File: src/rtl/axi_rd_arb.sv
// Two-master to one-slave AXI read arbiter with a single outstanding transaction.
// Grant is decided in IDLE, the AR beat is forwarded in ADDR and R beats are routed back in DATA.
`ifndef AXI_ID_WIDTH
`define AXI_ID_WIDTH 4
`endif
`ifndef AXI_ADDR_WIDTH
`define AXI_ADDR_WIDTH 16
`endif
`ifndef AXI_LEN_WIDTH
`define AXI_LEN_WIDTH 8
`endif
`ifndef AXI_SIZE_WIDTH
`define AXI_SIZE_WIDTH 3
`endif
`ifndef AXI_BURST_WIDTH
`define AXI_BURST_WIDTH 2
`endif
`ifndef AXI_DATA_WIDTH
`define AXI_DATA_WIDTH 32
`endif
`ifndef AXI_RESP_WIDTH
`define AXI_RESP_WIDTH 2
`endif

module axi_rd_arb #(
  parameter bit RR_EN = 1'b1
) (
  input  logic                        clk,
  input  logic                        rst,
  input  logic [`AXI_ID_WIDTH-1:0]    m0_arid,
  input  logic [`AXI_ADDR_WIDTH-1:0]  m0_araddr,
  input  logic [`AXI_LEN_WIDTH-1:0]   m0_arlen,
  input  logic [`AXI_SIZE_WIDTH-1:0]  m0_arsize,
  input  logic [`AXI_BURST_WIDTH-1:0] m0_arburst,
  input  logic                        m0_arvalid,
  output logic                        m0_arready,
  input  logic [`AXI_ID_WIDTH-1:0]    m1_arid,
  input  logic [`AXI_ADDR_WIDTH-1:0]  m1_araddr,
  input  logic [`AXI_LEN_WIDTH-1:0]   m1_arlen,
  input  logic [`AXI_SIZE_WIDTH-1:0]  m1_arsize,
  input  logic [`AXI_BURST_WIDTH-1:0] m1_arburst,
  input  logic                        m1_arvalid,
  output logic                        m1_arready,
  output logic [`AXI_DATA_WIDTH-1:0]  m0_rdata,
  output logic [`AXI_DATA_WIDTH-1:0]  m1_rdata,
  output logic [`AXI_RESP_WIDTH-1:0]  m0_rresp,
  output logic [`AXI_RESP_WIDTH-1:0]  m1_rresp,
  output logic                        m0_rlast,
  output logic                        m1_rlast,
  output logic                        m0_rvalid,
  output logic                        m1_rvalid,
  input  logic                        m0_rready,
  input  logic                        m1_rready,
  output logic [`AXI_ID_WIDTH-1:0]    s_arid,
  output logic [`AXI_ADDR_WIDTH-1:0]  s_araddr,
  output logic [`AXI_LEN_WIDTH-1:0]   s_arlen,
  output logic [`AXI_SIZE_WIDTH-1:0]  s_arsize,
  output logic [`AXI_BURST_WIDTH-1:0] s_arburst,
  output logic                        s_arvalid,
  input  logic                        s_arready,
  input  logic [`AXI_DATA_WIDTH-1:0]  s_rdata,
  input  logic [`AXI_RESP_WIDTH-1:0]  s_rresp,
  input  logic                        s_rlast,
  input  logic                        s_rvalid,
  output logic                        s_rready,
  output logic                        grant,
  output logic                        busy
);

  typedef enum logic [1:0] {IDLE, ADDR, DATA} state_t;

  state_t                     state_q, state_d;
  logic                       grant_q, grant_d;
  logic                       last_q, last_d;
  logic [`AXI_LEN_WIDTH-1:0]  beat_q, beat_d;
  logic                       r_hs;

  always_ff @(posedge clk or posedge rst) begin
    if (rst) begin
      state_q <= IDLE;
      grant_q <= 1'b0;
      last_q  <= 1'b1;
      beat_q  <= '0;
    end else begin
      state_q <= state_d;
      grant_q <= grant_d;
      last_q  <= last_d;
      beat_q  <= beat_d;
    end
  end

  assign r_hs = s_rvalid & (grant_q ? m1_rready : m0_rready);

  always_comb begin
    state_d    = state_q;
    grant_d    = grant_q;
    last_d     = last_q;
    beat_d     = beat_q;
    m0_arready = 1'b0;
    m1_arready = 1'b0;
    m0_rdata   = '0;
    m1_rdata   = '0;
    m0_rresp   = '0;
    m1_rresp   = '0;
    m0_rlast   = 1'b0;
    m1_rlast   = 1'b0;
    m0_rvalid  = 1'b0;
    m1_rvalid  = 1'b0;
    s_arid     = '0;
    s_araddr   = '0;
    s_arlen    = '0;
    s_arsize   = '0;
    s_arburst  = '0;
    s_arvalid  = 1'b0;
    s_rready   = 1'b0;
    case (state_q)
      IDLE: begin
        if (m0_arvalid || m1_arvalid) begin
          // Conflict: round-robin favours whoever did not win last time.
          if (m0_arvalid && m1_arvalid) grant_d = RR_EN ? ~last_q : 1'b0;
          else                          grant_d = m1_arvalid;
          state_d = ADDR;
        end
      end
      ADDR: begin
        // Held even if the master withdraws arvalid; no re-arbitration here.
        s_arvalid = 1'b1;
        if (grant_q) begin
          s_arid     = m1_arid;
          s_araddr   = m1_araddr;
          s_arlen    = m1_arlen;
          s_arsize   = m1_arsize;
          s_arburst  = m1_arburst;
          m1_arready = s_arready;
        end else begin
          s_arid     = m0_arid;
          s_araddr   = m0_araddr;
          s_arlen    = m0_arlen;
          s_arsize   = m0_arsize;
          s_arburst  = m0_arburst;
          m0_arready = s_arready;
        end
        if (s_arready) begin
          last_d  = grant_q;
          beat_d  = '0;
          state_d = DATA;
        end
      end
      DATA: begin
        m0_rdata = s_rdata;
        m1_rdata = s_rdata;
        m0_rresp = s_rresp;
        m1_rresp = s_rresp;
        m0_rlast = s_rlast;
        m1_rlast = s_rlast;
        if (grant_q) begin
          m1_rvalid = s_rvalid;
          s_rready  = m1_rready;
        end else begin
          m0_rvalid = s_rvalid;
          s_rready  = m0_rready;
        end
        if (r_hs) begin
          beat_d = beat_q + 1'b1;
          if (s_rlast) state_d = IDLE;
        end
      end
      default: state_d = IDLE;
    endcase
  end

  assign grant = grant_q;
  assign busy  = (state_q != IDLE);

endmodule

File: config.mk
export PLATFORM = sky130hd
export DESIGN_NAME = axi_rd_arb
export DESIGN_NICKNAME = d
export VERILOG_FILES = /design/src/rtl/axi_rd_arb.sv
export SDC_FILE = /design/constraint.sdc
export NUM_CORES = 1
export LEC_CHECK = 0
export CAP_MARGIN = 20
export CORE_AREA = 2 2 85 87
export CTS_CLUSTER_SIZE = 30
export DETAILED_ROUTE_END_ITERATION = 10
export DIE_AREA = 0 0 87 89
export DONT_BUFFER_PORTS = 1
export PLACE_DENSITY_LB_ADDON = 0.08
export SETUP_SLACK_MARGIN = 0.5
export SLEW_MARGIN = 20
export SYNTH_ARGS = -nofsm -noshare
export SYNTH_HDL_FRONTEND = slang
export SYNTH_SLANG_ARGS = --single-unit
File: constraint.sdc
create_clock -name clk -period 3.3 [get_ports clk]
set_input_delay 0.66 -clock clk [delete_from_list [all_inputs] [get_ports clk]]
set_output_delay 0.66 -clock clk [all_outputs]
set_load 0.02 [all_outputs]
==> flow_summary.yaml, run 1 <==
sta:
  rsz0062_at_grt: "no"
  fmax_mhz: 432
  slew_headroom: 0.539
  slew_violations: 0
  tightestPinTransition_ps: 691
  min_period_over_period: 0.701
  min_period_ps: 2310
  setup_tns_ps: 0
  fin_skew_ps: 3.39
  setup_viol: 0
  final-hold-violation-count: 0
clock_tree:
  cts_buffers: 3
  cts_post_setup_buffers_inserted: 0
  cts.clk_slew.worst_paths_ps: 30
  clockBufferDepth: 2
  cts_tree: "built"
  cts_resized: 0
  cts_sinks: 4
  cts_root_buf: "clkbuf_8"
  htreeDepth: 1
  clock_latency_ps: 220
  ctsHoldBuffers: 0
route:
  vias: 1014
  drtAntennaViolNets: 0
  wl_per_cell_um: 18.3
  drc: 0
  drt_iter0_drc: 7
  wirelength_mm: 3.91
  dr.pass1.iters: 2
  vias_per_cell: 4.74
placed_design:
  place_congestion: 0.589
  port_buffers: 0
  hpwlAfterDp_mm: 3.27
synthesis:
  yosysMostFrequentCell: "buf_4"
  syn_area_um2: 1280
  async_reset_ff_frac: 1.00
  synth_top_cell_by_area: "mux2i_1"
  synth-edff-count: 0
  syn_inst: 176
  yosys_register_bits: 4
  yosysTopAreaCellShare: 0.266
  yosys_warnings: 0
  synth.area.top_cells: "mux2i_1 (27%), buf_4 (23%), and2_1 (17%)"
  synth_area_per_cell_um2: 7.27
  post_synth_most_frequent_cells: "buf_4 (39), nor2_1 (36), and2_1 (35), mux2i_1 (34)"
  syn-num-nets: 285
  ys_types: 25
  ys_seq_area_frac: 0.0792
  synth_ff_type: "dfrtp_1"
power:
  p_per_area_nw_per_um2: 1240
  power_w: 0.00132
  leakage_nw: 0.524
  peakVddDrop_mv: 0.588
global_routing:
  grt_pass1_wl_mm: 4.55
  grt_max_degree: 41
  antenna_found_initial: 0
  grt_remaining_overflow: 0
  grt_pass1_vias: 932
  grt_usage: 0.0769
run_status:
  status: "complete, no violations"
critical_path:
  crit_family: "flip-flops"
  slowest_delay_ps: 870
  crit_chain: "mux2i_1, nor2b_1"
  start_kind: "flop"
  crit_path_top_delay_cell: "dfrtp_4"
  path_buf_inv: 0
  critPathCaptureType: "output pin"
  critPathArrivalTime_ps: 1650
  crit_fanout: 40
  worstPathRequired_ps: 2640
  crit_type: "reg2out"
floorplan:
  coreArea_um2: 6720
  die_h_um: 89
  ioPinCount: 220
  die_w_um: 87
  row_count: 30
  start_util: 0.191
  die_area_um2: 7740
cells_and_area:
  area_delta_synth_final_pct: -16.4
  drive_gt1_frac: 0.0746
  nets: 244
  diodes: 0
run:
  cap_violations: 0
hold_path:
  min_path_type: "in2async"
## cell type report
class,count,area (µm²)
Inverter,3,13.8
Timing Repair Buffer,2,15.0
Multi-Input combinational cell,121,791
Sequential cell,4,105
Fill cell,785,5650
Tap cell,80,100
Clock buffer,4,45.0
## metrics by stage
stage / util / hold WS, ps / instances / area (µm²) / worst slack, ps
after floorplan: - / 425 / 176 / 1280 / 1350
after global placement: 0.152 / 454 / 210 / 1020 / 961
after detailed placement: 0.152 / 454 / 210 / 1020 / 876
after CTS: 0.159 / 220 / 214 / 1070 / 633
after global routing: 0.159 / 221 / 214 / 1070 / 898
final: 0.159 / 218 / 214 / 1070 / 986
## kinds of logic (layout without fill, tap and decap cells)
kind of cell,count (synthesis),in the layout,share of synthesized area
compound gates,5,5,0.0244
simple gates,82,82,0.327
buf+inv,51,9,0.303
flops,4,4,0.0792
mux,34,34,0.266
## per-layer routing
layer	up-vias	routed length (µm)	track usage
met5	-	0	0
met1	442	1160	0.0704
met2	129	2290	0.164
met3	4	440	0.0139
met4	0	21	0.0284
li1	439	-	-
## power by group
group          total, W  internal [W]  switching [W]  leakage (nW)
clock network  0.000108     0.0000825      0.0000259        0.0228
logic          0.000998      0.000251       0.000747         0.455
registers      0.000217     0.0000799       0.000137        0.0456
total           0.00132      0.000413       0.000910         0.524
## sequential cells by signal, summed over array words and instances, names as in the netlist
signal / cells
state_q: 2
grant: 1
last_q: 1
## layout by cell type (no fill, tap or decap)
cell,instances
nor2_1,36
and2_1,35
mux2i_1,34
nand2_1,4
clkbuf_8,3
nand2b_1,2
inv_1,2
buf_4,2
dfrtp_1,2
a21oi_1,1
a31oi_1,1
inv_4,1
nor2b_2,1
o21ai_0,1
nor3_1,1
a211oi_1,1
nor2b_1,1
and3_1,1
and3_4,1
a21o_1,1
clkbuf_1,1
dfrtp_4,1
dfstp_2,1
## worst reg2reg max path: cells and delay by family, from the launching register on
family           cells  cell delay (ps)
AO/OA/AOI/OAI        1              280
flip-flops           1              870
multiplexers         1              200
AND/OR/NAND/NOR      1               80
## worst paths after layout
check	start	end	slack, ps	cells past startpoint
max in group asynchronous	rst	last_q$_DFFE_PP1P_	2850	1
setup reg to reg	grant$_DFFE_PP0P_	state_q[1]$_DFFE_PP0P_	1760	3
hold / removal	rst	grant$_DFFE_PP0P_	220	1
setup / recovery	grant$_DFFE_PP0P_	s_rready	990	2
min in group clk	state_q[1]$_DFFE_PP0P_	state_q[0]$_DFFE_PP0P_	480	1
hold reg to reg	state_q[1]$_DFFE_PP0P_	state_q[0]$_DFFE_PP0P_	480	1
(Power assumes the default switching activity.)
==> run 2, diff against run 1 <==
- clock period: 3.3 -> 1.88 ns (I/O delays scaled with it)
==> run 2 against run 1 <==
Combinational power grew to 4.1 times the previous value; worst setup slack got worse by 840 ps; largest power group unchanged; cell count up 13%; clock power rose by 78%; register-to-register slack got worse by 1200 ps; via count rose by 17%.
==> flow_summary.yaml, run 2 (synthesis gave the netlist of run 1 again) <==
run_status:
  status: "complete, no violations"
sta:
  rsz0062_at_grt: "yes"
  tightestPinTransition_ps: 270
  final-hold-violation-count: 0
  slew_headroom: 0.820
  min_period_over_period: 0.923
  whs_ps: 241
  slew_violations: 0
  min_period_ps: 1730
  setup_tns_ps: 0
  setup_viol: 0
  fmax_mhz: 576
  fin_skew_ps: 4.91
power:
  intPower_w: 0.00208
  peakVddDrop_mv: 0.703
  pwr-share-comb: 0.918
  p_sw_w: 0.00236
  p_sw_frac: 0.532
  p_per_area_nw_per_um2: 2050
  p_clk_frac: 0.043
  seq_power_share: 0.039
  leakage_nw: 0.786
cells_and_area:
  area_delta_synth_final_pct: 69.2
  top_register: "state_q"
  final_common_cell: "nor2_4"
  fillers: 674
  drive_gt1_frac: 0.914
  mostFrequentLayoutCells: "nor2_4 (36), and2_4 (35), mux2i_2 (23)"
  largest_reg_flops: 2
  diodes: 0
  nets: 272
route:
  drtAntennaViolNets: 0
  wl_per_cell_um: 21.4
  drt_iter0_drc: 7
  vias_per_cell: 4.91
  wirelength_mm: 5.17
  drc: 0
  dr.pass1.iters: 2
  vias: 1189
critical_path:
  slowest_delay_ps: 410
  critPathCaptureType: "output pin"
  crit_type: "reg2out"
  crit_family: "simple AND/OR/NAND/NOR gates"
  worstPathRequired_ps: 1500
  crit_path_top_delay_cell: "dfrtp_2"
  crit_fanout: 10
  critPathArrivalTime_ps: 1360
  path_buf_inv: 2
  crit_chain: "nor2b_4, buf_4, buf_12, nand2_1, nor2_4"
  start_kind: "flop"
global_routing:
  grt_pass1_wl_mm: 6.33
  antenna_found_initial: 0
  grt_max_degree: 24
  grt_remaining_overflow: 0
  grt_usage: 0.105
  grt_pass1_vias: 1253
placed_design:
  place_congestion: 0.682
  port_buffers: 0
  hpwlAfterDp_mm: 3.21
clock_tree:
  htreeDepth: 1
  clock_latency_ps: 220
  cts_sinks: 4
  cts_tree: "built"
  cts.clk_slew.worst_paths_ps: 40
  cts_root_buf: "clkbuf_8"
  cts_buffers: 3
  clockBufferDepth: 2
floorplan:
  die_w_um: 87
  die_h_um: 89
  start_util: 0.191
  coreArea_um2: 6720
  row_count: 30
  die_area_um2: 7740
  ioPinCount: 220
hold_path:
  min_path_type: "in2reg"
run:
  cap_violations: 0
==> run 2: cell count changes in the layout (fill, tap and decap cells not counted), moves of 11 or more <==
cell / previous run / this run
and2_1: 35 / 0
mux2i_4: 0 / 11
nor2_1: 36 / 0
mux2i_1: 34 / 0
and2_4: 0 / 35
mux2i_2: 0 / 23
nor2_4: 0 / 36
==> run 2: worst reg2reg max path, cell delays in order, from the launching register on <==
cell and delay (ps):
dfrtp_2 410, buf_12 160, buf_4 170, mux2i_4 200, o21ai_1 190, nand2_1 70
==> run 2: area by class of cell <==
type | instances | area, µm² | share of cell area
Clock buffer | 4 | 45.0 | 0.0208
Inverter | 3 | 18.8 | 0.00867
Multi-Input combinational cell | 121 | 1410 | 0.649
Sequential cell | 4 | 104 | 0.0479
Tap cell | 80 | 100 | 0.0462
Timing Repair Buffer | 30 | 493 | 0.228
==> run 2: power groups by stage <==
stage                     logic [W]  clock network [W]  registers [W]
final                       0.00408           0.000192       0.000174
after global routing        0.00428           0.000202       0.000181
after CTS                   0.00353           0.000198       0.000197
after detailed placement    0.00244                  0       0.000205
after global placement      0.00243                  0       0.000201
after floorplan             0.00268                  0       0.000182
==> run 2: repair_timing <==
| item | in CTS | in global routing |
|---|---|---|
| hold endpoints to repair | 3 | 0 |
| resized for setup | 78 | 20 |
| setup buffers | 12 | 2 |
| hold buffers | 1 | 0 |
| pin swaps | 7 | 26 |
| endpoints found under the setup margin | 109 | 110 |
| gates cloned | 4 | 6 |
==> run 2: metrics by stage <==
step | area, µm² | instances | setup slack (ps) | util | total power, W
global route | 2170 | 242 | 88.9 | 0.322 | 0.00467
floorplan | 1670 | 176 | 309 | - | 0.00286
finish | 2170 | 242 | 145 | 0.322 | 0.00444
detailed placement | 1300 | 213 | 320 | 0.193 | 0.00265
global placement | 1300 | 213 | 340 | 0.193 | 0.00263
CTS | 1890 | 234 | 160 | 0.281 | 0.00392
==> run 2: worst paths after layout <==
check,from,end,slack [ps],cells past startpoint
setup / recovery,state_q[0]$_DFFE_PP0P_,m0_rvalid,150,5
hold / removal,s_arready,state_q[0]$_DFFE_PP0P_,240,1
setup reg to reg,grant$_DFFE_PP0P_,state_q[1]$_DFFE_PP0P_,570,5
hold reg to reg,last_q$_DFFE_PP1P_,last_q$_DFFE_PP1P_,500,1
max in group asynchronous,rst,last_q$_DFFE_PP1P_,1160,2
min in group asynchronous,rst,state_q[1]$_DFFE_PP0P_,480,2
==> run 2: layer usage <==
metal / global-route usage / part of all wire / vias up
met5: 0 / 0 / -
met1: 0.101 / 0.30 / 556
met3: 0.0166 / 0.086 / 9
met2: 0.219 / 0.61 / 118
met4: 0.0369 / 0.012 / 0
li1: - / - / 506
==> patch: new RTL, config.mk and constraints of run 2 <==
Re-encode `state_t` (3 states) as one-hot, 3 bits wide.
--- a/src/rtl/axi_rd_arb.sv
+++ b/src/rtl/axi_rd_arb.sv
@@ -69,3 +69,3 @@
 
-  typedef enum logic [1:0] {IDLE, ADDR, DATA} state_t;
+  typedef enum logic [2:0] {IDLE = 3'b001, ADDR = 3'b010, DATA = 3'b100} state_t;
 
Check against the original RTL: no difference found for any inputs over 10 cycles, from zero or initial values and one cycle with rst high; not proved beyond that.
==> patch against run 2 <==
Worst setup slack got worse by 0.028 ns. Final area decreased by 2.8%. Wire length up 2.0%. Synthesized cell count increased by 4.0%. Sequential cell count rose by 1. Power shrank 34%. Critical path depth unchanged. Core utilization fell by 0.89 points. Combinational power shrank 38%. Area after synthesis up 4.4%. Fmax down 1.6%. Critical endpoint is now m1_arready.
==> patch: results (changes against run 2) <==
* Synth Area in Compound Gates at 0.0318 (was 0.0244)
* P_seq at 229 uW (was 174 uW)
* Placer Congestion at 0.663 (was 0.682)
* Post-Syn Nets at 292 (was 285)
* Sequential element share of the synthesized area at 0.0955 (was 0.0792)
* Largest register FFs at 3 (was 2)
* CP top delay family: flip-flops (was simple AND/OR/NAND/NOR gates)
* Distinct cells, synth at 28 (was 25)
* Drt wl/cell at 21.0 um (was 21.4 um)
* Hold slack at 0.292 ns (was 0.241 ns)
* Slowest Stage Delay on Critical Path at 0.58 ns (was 0.41 ns)
* Final worst path period share at 0.938 (was 0.923)
* Status: complete, no violations (unchanged)
* Crit Path Max Fanout at 9 (was 10)
* Non-Filler Instances at 251 (was 242)
* Vias in the first global route at 1,194 (was 1,253)
* Comb power frac at 0.856 (was 0.918)
* Critical path's slowest cell: dfstp_2 (was dfrtp_2)
* # resized after CTS at 56 (was 78)
* Clk_skew at 0.000586 ns (was 0.00491 ns)
* Mux share of post-synthesis cell area at 0.255 (was 0.266)
* Hold Path Sink: state_q[2]$_DFFE_PP0P_ (was state_q[0]$_DFFE_PP0P_)
* Post-synth top cells: buf_4 (37), nor2_1 (36), and2_1 (35) (was buf_4 (39), nor2_1 (36), and2_1 (35))
* Slew margin rel. at 0.791 (was 0.820)
* Fill cells at 691 (was 674)
* Peak VDD IR at 572 uV (was 703 uV)
* Synth area leaders: mux2i_1 (25%), buf_4 (21%), and2_1 (16%), nor2_1 (10%), dfrtp_1 (5.6%) (was mux2i_1 (27%), buf_4 (23%), and2_1 (17%), nor2_1 (11%), dfrtp_1 (5.9%))
* Pleak at 0.874 nW (was 0.786 nW)
* Worst Path Arrival at 1.39 ns (was 1.36 ns)
* Reg2Reg Depth at 6 (was 5)
* Nets@finish at 281 (was 272)
* R2r setup slk at 0.49 ns (was 0.57 ns)
* WHS Path Cells at 2 (was 1)
* Crit. Startpoint: state_q[0]$_DFFE_PP1P_ (was state_q[0]$_DFFE_PP0P_)
* Post-CTS Setup Inserts at 3 (was 12)
* Power Internal at 1.52 mW (was 2.08 mW)
* Vias per cell at 4.96 (was 4.91)
* Syn Area/Cell at 7.30 sq um (was 7.27 sq um)
* End of the critical path: m1_arready (was m0_rvalid)
-- patch: cell count changes after synthesis, sizes merged, moves of 2 or more --
cell,delta
clkbuf,+3
nand2,+2
buf,-3
nor3b,+2
-- patch: cell families after synthesis --
| logic type | count (synthesis) |
|---|---|
| AND/OR/NAND/NOR | 86 |
| buffers and inverters | 52 |
| multiplexers | 34 |
| AO/OA/AOI/OAI | 6 |
| flip-flops | 5 |
-- patch: area by class of cell --
type | instances | area, sq um | share of cell area
Clock buffer | 4 | 45.0 | 0.0214
Inverter | 4 | 20.0 | 0.00951
Multi-Input combinational cell | 126 | 1280 | 0.609
Sequential cell | 5 | 130 | 0.0618
Tap cell | 80 | 100 | 0.0475
Timing Repair Buffer | 32 | 528 | 0.251
-- patch: layer usage --
layer / track usage / vias up / wire length (um)
met5: 0 / - / 0
met4: 0.0341 / 0 / 76
met3: 0.0175 / 8 / 464
met2: 0.205 / 138 / 3150
met1: 0.0922 / 568 / 1580
li1: - / 530 / -
